## src/rtl/irq_controller.sv

```systemverilog
// irq_controller: edge-latched, maskable interrupt controller with req/ack/EOI handshake to the CPU.
// Define IRQ_CTRL_ROUND_ROBIN_EN for rotating priority; otherwise the lowest index wins.
module irq_controller #(
    parameter int N_SRC = 6,
    parameter int ID_W  = 3
) (
    input  logic              clk,
    input  logic              rst_n,
    input  logic [N_SRC-1:0]  irq_src,
    input  logic [1:0]        dev_addr,
    input  logic [31:0]       dev_wd,
    input  logic              dev_we,
    output logic [31:0]       dev_rd,
    output logic              int_req,
    output logic [ID_W-1:0]   int_id,
    input  logic              int_ack,
    output logic [N_SRC-1:0]  hw_int
);
    typedef enum logic [1:0] {IDLE = 2'd0, REQ = 2'd1, SERV = 2'd2} state_t;
    state_t           state;
    logic [N_SRC-1:0] src_q, pending, mask, rise, active, clr;
    logic [ID_W-1:0]  winner;
    logic             mask_we, pend_we, eoi_we, unused_wd;

    assign mask_we   = dev_we && dev_addr == 2'd0;
    assign pend_we   = dev_we && dev_addr == 2'd1;
    assign eoi_we    = dev_we && dev_addr == 2'd3;
    assign unused_wd = ^dev_wd[31:N_SRC];
    assign rise      = irq_src & ~src_q;
    assign active    = pending & mask;
    assign hw_int    = active;
    // Software W1C and the ack of the in-request source both clear; a same-cycle rise still wins.
    assign clr = (pend_we ? dev_wd[N_SRC-1:0] : '0) |
                 ((state == REQ && int_ack) ? (N_SRC'(1) << int_id) : '0);
    assign dev_rd = dev_addr == 2'd0 ? 32'(mask) :
                    dev_addr == 2'd1 ? 32'(pending) :
                    dev_addr == 2'd2 ? 32'({state, 1'b0, int_id}) : 32'(int_id);

`ifdef IRQ_CTRL_ROUND_ROBIN_EN
    logic [ID_W-1:0] last_id;

    function automatic logic [ID_W-1:0] rr_idx(input logic [ID_W-1:0] last, input int k);
        return ID_W'((int'(last) + 1 + k) % N_SRC);
    endfunction

    always_comb begin
        winner = '0;
        for (int k = N_SRC - 1; k >= 0; k--)
            if (active[rr_idx(last_id, k)]) winner = rr_idx(last_id, k);
    end
`else
    always_comb begin
        winner = '0;
        for (int i = N_SRC - 1; i >= 0; i--)
            if (active[i]) winner = ID_W'(i);
    end
`endif

    always_ff @(posedge clk or negedge rst_n) begin
        if (!rst_n) begin
            state   <= IDLE;
            src_q   <= '0;
            pending <= '0;
            mask    <= '0;
            int_req <= 1'b0;
            int_id  <= '0;
`ifdef IRQ_CTRL_ROUND_ROBIN_EN
            last_id <= ID_W'(N_SRC - 1);
`endif
        end else begin
            src_q   <= irq_src;
            pending <= (pending & ~clr) | rise;
            if (mask_we) mask <= dev_wd[N_SRC-1:0];
            case (state)
                IDLE: if (|active) begin
                    int_id  <= winner;
                    int_req <= 1'b1;
                    state   <= REQ;
                end
                REQ: if (int_ack) begin
                    int_req <= 1'b0;
                    state   <= SERV;
                end else if (!mask[int_id] || !pending[int_id]) begin
                    int_req <= 1'b0;
                    state   <= IDLE;
                end
                SERV: if (eoi_we) begin
                    state <= IDLE;
`ifdef IRQ_CTRL_ROUND_ROBIN_EN
                    last_id <= int_id;
`endif
                end
                default: begin
                    int_req <= 1'b0;
                    state   <= IDLE;
                end
            endcase
        end
    end
endmodule
```

## config.mk

```make
export PLATFORM = sky130hd
export DESIGN_NAME = irq_controller
export DESIGN_NICKNAME = d
export VERILOG_FILES = /design/src/rtl/irq_controller.sv
export SDC_FILE = /design/constraint.sdc
export NUM_CORES = 1
export LEC_CHECK = 0
export ABC_AREA = 1
export CAP_MARGIN = 40
export CORE_ASPECT_RATIO = 0.6
export CORE_MARGIN = 1
export CORE_UTILIZATION = 34
export DETAILED_ROUTE_END_ITERATION = 16
export PLACE_DENSITY = 0.82
export SYNTH_ARGS = -nofsm -noshare
export SYNTH_HDL_FRONTEND = slang
export SYNTH_SLANG_ARGS = --single-unit
```

## constraint.sdc

```tcl
create_clock -name clk -period 1.18 [get_ports clk]
set_clock_uncertainty 0.15 [all_clocks]
set_input_delay 0.236 -clock clk [delete_from_list [all_inputs] [get_ports clk]]
set_output_delay 0.236 -clock clk [all_outputs]
set_load 0.005 [all_outputs]
```

**Yosys cells after proc, flatten, opt, wreduce, memory -nomap -nowiden**

Cells that the tools add are included.

- Register bits: 24
- Output and inout bits: 42
- Logic and storage cells: 61
- Bits of input ports: 44

- Reduce and logical (&&, ||, !) cells: 13
- Equality and inequality tests: 8
- Shift-type cells: 1
- Magnitude comparators: 1
- Multiplexer cells: 24
- Bitwise logic cells: 8

Operators with widths:

| kind | number |
|---|---|
| $mux 6 | 5 |
| $and 6x6->6 | 3 |
| $mux 3 | 6 |
| $not 6->6 | 2 |
| $or 6x6->6 | 2 |
| $mux 2 | 4 |
| $bmux 1 s3 | 2 |
| $eq 2x2->1 const B | 3 |
| $pmux 2 s3 | 1 |
| $reduce_and 3->1 | 2 |
| $reduce_or 6->1 | 1 |
| $shl 1x3->6 const A | 1 |
| $mux 1 | 5 |
| $eq 2x1->1 const B | 2 |
| $logic_and 1x1->1 | 4 |
| $logic_not 2->1 | 2 |
| $lt 3x4->1 const B | 1 |
| $ne 2x2->1 const B | 2 |
| $ne 3x2->1 const B | 1 |
| $pmux 1 s3 | 1 |
| $logic_not 1->1 | 2 |
| $reduce_and 2->1 | 1 |
| $logic_or 1x1->1 | 1 |
| $not 1->1 | 1 |

**Longest topological paths before layout**

- Word-level depth: 7
- Mapped depth: 11
- Gate-level depth less buffers: 11

**Worst setup path before layout**

Ideal clock, no wire load.

- Kind: register -> register
- Start point: reg int_id[0]
- End point: reg int_req
- Required time: 0.907 ns
- Arrival time: 1.015 ns
- Cell stages (with the launch flop): 12
- Period minus slack after synthesis: 1.288 ns
- Setup slack: -0.108 ns
- Buffers on the path: 1
- Library setup time: 0.123 ns
- Cells stage by stage: dfrtp_1 > buf_4 > nand2_1 > nand2_1 > nand2_1 > nand2_1 > nand2_1 > nand2_1 > nand2_1 > nand2_1 > nand2_1 > nand2_1

- Word-level cells in the longest chain between the ends: 6
- Elaborated cells between the ends (all ways): 9
- Those cells by class: eq/ne (1); mux (4); reduce/logical (4)

RTL lines:

| element | line | RTL |
|---|---|---|
| from (decl) | 15 | `output logic [ID_W-1:0] int_id,` |
| from (signal assigned) | 76 | `int_id <= winner;` |
| $bmux 1 s3 | 83 | `end else if (!mask[int_id] \|\| !pending[int_id]) begin` |
| $mux 1 (implied by the code) | 83 |  |
| $logic_not 1->1 | 83 |  |
| $logic_or 1x1->1 * | 83 |  |
| $ne 3x2->1 (no line) * | - |  |
| $reduce_and 3->1 (no line) * | - |  |
| to (signal assigned) | 81 | `int_req <= 1'b0;` |
| to (signal assigned) | 84 | `int_req <= 1'b0;` |
| to (signal assigned) | 94 | `int_req <= 1'b0;` |
| to (decl) | 14 | `output logic int_req,` |

Every way passes the cells marked *; elsewhere a longest branch is shown, timed or not. The select of a mux whose other input is x is not followed.
A chain may end at the register's enable or synchronous reset.

**Worst setup path in the final report**

Same ends and word-level chain as after synthesis.

==> flow_summary.ini <==
[sta]
rsz0062_at_grt = yes
setup_violations = 26
fmax_mhz = 643
holdWs_ps = 156
fin_crit_sh_pct = 132
final-hold-violation-count = 0
timing.final.ws_setup_ps = -375
final.setup.tns_ps = -6210
slew_viol_final = 0
finalCriticalPeriod_ps = 1550

[grt]
track_usage_pct = 23.7
grt_pass1_vias = 1638
antenna_found_initial = 0
grt_start_max_net_pins = 25
gr-total-overflow = 0
grt_first_pass_wirelength_um = 7870

[pwr]
p_leak_nw = 1.32
p_total_mw = 4.77
worst_ir_drop_vdd_v = 0.000887
power.density_nw_per_um2 = 1890

[finish]
layout_common_cells = 42 x nand2_1, 33 x buf_6, 30 x buf_4
antenna_cells = 0
regArea_um2 = 602
fillers = 294
fin_nets = 332
multi_input_area_um2 = 826
drive_gt1_share_pct = 47.4
mostFrequentLayoutCell = nand2_1
fin_util_pct = 65.0
area_growth_pct = 73.7

[clock_network]
cts_buffers = 3
cts.clk_slew.worst_paths_ps = 90
clock-root-buffer = clkbuf_8
htreeDepth = 1
cts.sinks = 24
clkLatencyLatePin_ps = 270
cts_buffer_depth = 2
cts_tree = done

[yosys]
synth_area_leader_cell = dfrtp_1
syn_area_um2 = 1450
avgSynthCellArea_um2 = 7.47
yosysSeqAreaShare_pct = 41.5
synth-seq-cells = 24
yosysWarningCount = 0
ys_top_cells_by_area = dfrtp_1 41%, nand2_1 17%, buf_4 14%
synth_cells = 194
yosysTopAreaCellShare_pct = 41.5
ys_types = 23

[worst_setup_path]
cp_max_fo = 4
cp.required_ps = 1190
start_kind = register
r2r_setup_slack_ps = -370
critPathLaunch = int_id[0]$_DFFE_PN0P_
r2r_start = int_id[0]$_DFFE_PN0P_
arrival_ps = 1560
crit_path_end_kind = register
crit_type = register to register

[die]
placementRows = 17
die_h_um = 52.6
fp.coreArea_um2 = 3870
initial_core_util_pct = 37.4
die_w_um = 86.3
io_pins = 86
die-area_um2 = 4540

[job]
maxCapViolations = 0

[routing]
wl_per_cell_um = 15.0
vias = 1592
routed_via_density = 4.63
drtPass1Iterations = 4
drtAntennaViolNets = 0
drt-total-wl_um = 5150
drc = 0
drtIter0Drc = 204

[status]
violations = setup timing
outcome = finished with violations

[place]
pre_cts_ws_ps = -948
finalWeightedCongestion = 0.926
place_hpwl_um = 3120
port_buffers = 33

[worst_hold_path]
hp-class = input pin to async pin
[sequential cells by signal (all words and copies together), names as in the netlist]
| register | flops |
|---|---|
| mask | 6 |
| pending | 6 |
| src_q | 6 |
| int_id | 3 |
| state | 2 |
| int_req | 1 |
[logic make-up after synthesis]
family	synth area share [%]
buf+inv	21.6
simple gates	22.3
compound gates	14.4
other cells	0.259
flops	41.5
[routing by layer]
layer | track usage (%) | part of all wire, %
met1 | 31.1 | 43
met5 | 0 | 0
met4 | 8.33 | 2.0
met3 | 7.87 | 8.8
met2 | 36.8 | 46
[Yosys cell counts (all sizes together)]
library cell and instances:
o22ai 6, nand2 68, inv 28, nor3 4, buf 28, a21oi 4
nor2 2, o211ai 3, o31ai 1, nand3 2, dfrtp 24, a22o 1
o21ai 16, conb 1, o311ai 2, nand3b 1, a22oi 1, nor4 2
[through the flow]
stage	cells	cell area (µm²)
2_1_floorplan	219	1550
3_5_place_dp	307	1950
3_3_place_gp	307	1950
5_1_grt	344	2520
6_report	344	2520
4_1_cts	342	2400
[critical path, stage by stage, from the launching register on]
cell     delay (ps)
dfrtp_2         480
buf_6           140
buf_6           120
nand2_2          50
nand2_1          50
nand2_1          60
nand2_1          50
nand2_1          70
nand2_1          60
nand2_2          90
nand2_2          50
nand2_1          50
nand2_1          40
[where the power goes]
| group | total (mW) | internal [mW] | switching, mW |
|---|---|---|---|
| registers | 1.22 | 1.02 | 0.200 |
| clock network | 0.721 | 0.454 | 0.267 |
| logic | 2.83 | 1.40 | 1.43 |
| total | 4.77 | 2.87 | 1.90 |
[what timing repair did]
item | CTS | global route
pin swaps | 25 | 18
gates resized for setup | 135 | 38
endpoints found under the hold margin | 0 | 0
hold buffers | 0 | 0
setup endpoints to repair | 33 | 34
buffers inserted | 31 | 3
[final cells by class]
type | instances | area share (%)
Tap cell | 57 | 2.83
Inverter | 28 | 4.43
Clock inverter | 1 | 1.19
Multi-Input combinational cell | 139 | 32.8
Sequential cell | 24 | 23.9
Clock buffer | 3 | 1.64
Timing Repair Buffer | 92 | 33.2
[worst paths after layout]
kind	endpoint	cells past startpoint
worst max-delay path	int_req$_DFFE_PN0P_	12
worst min-delay path	src_q[0]$_DFF_PN0_	2
worst max register to register	int_req$_DFFE_PN0P_	12
worst min register to register	pending[5]$_DFF_PN0_	1
max in group asynchronous	int_id[0]$_DFFE_PN0P_	2
min in group clk	state[1]$_DFFE_PN0P_	4
(Power assumes the default switching activity.)
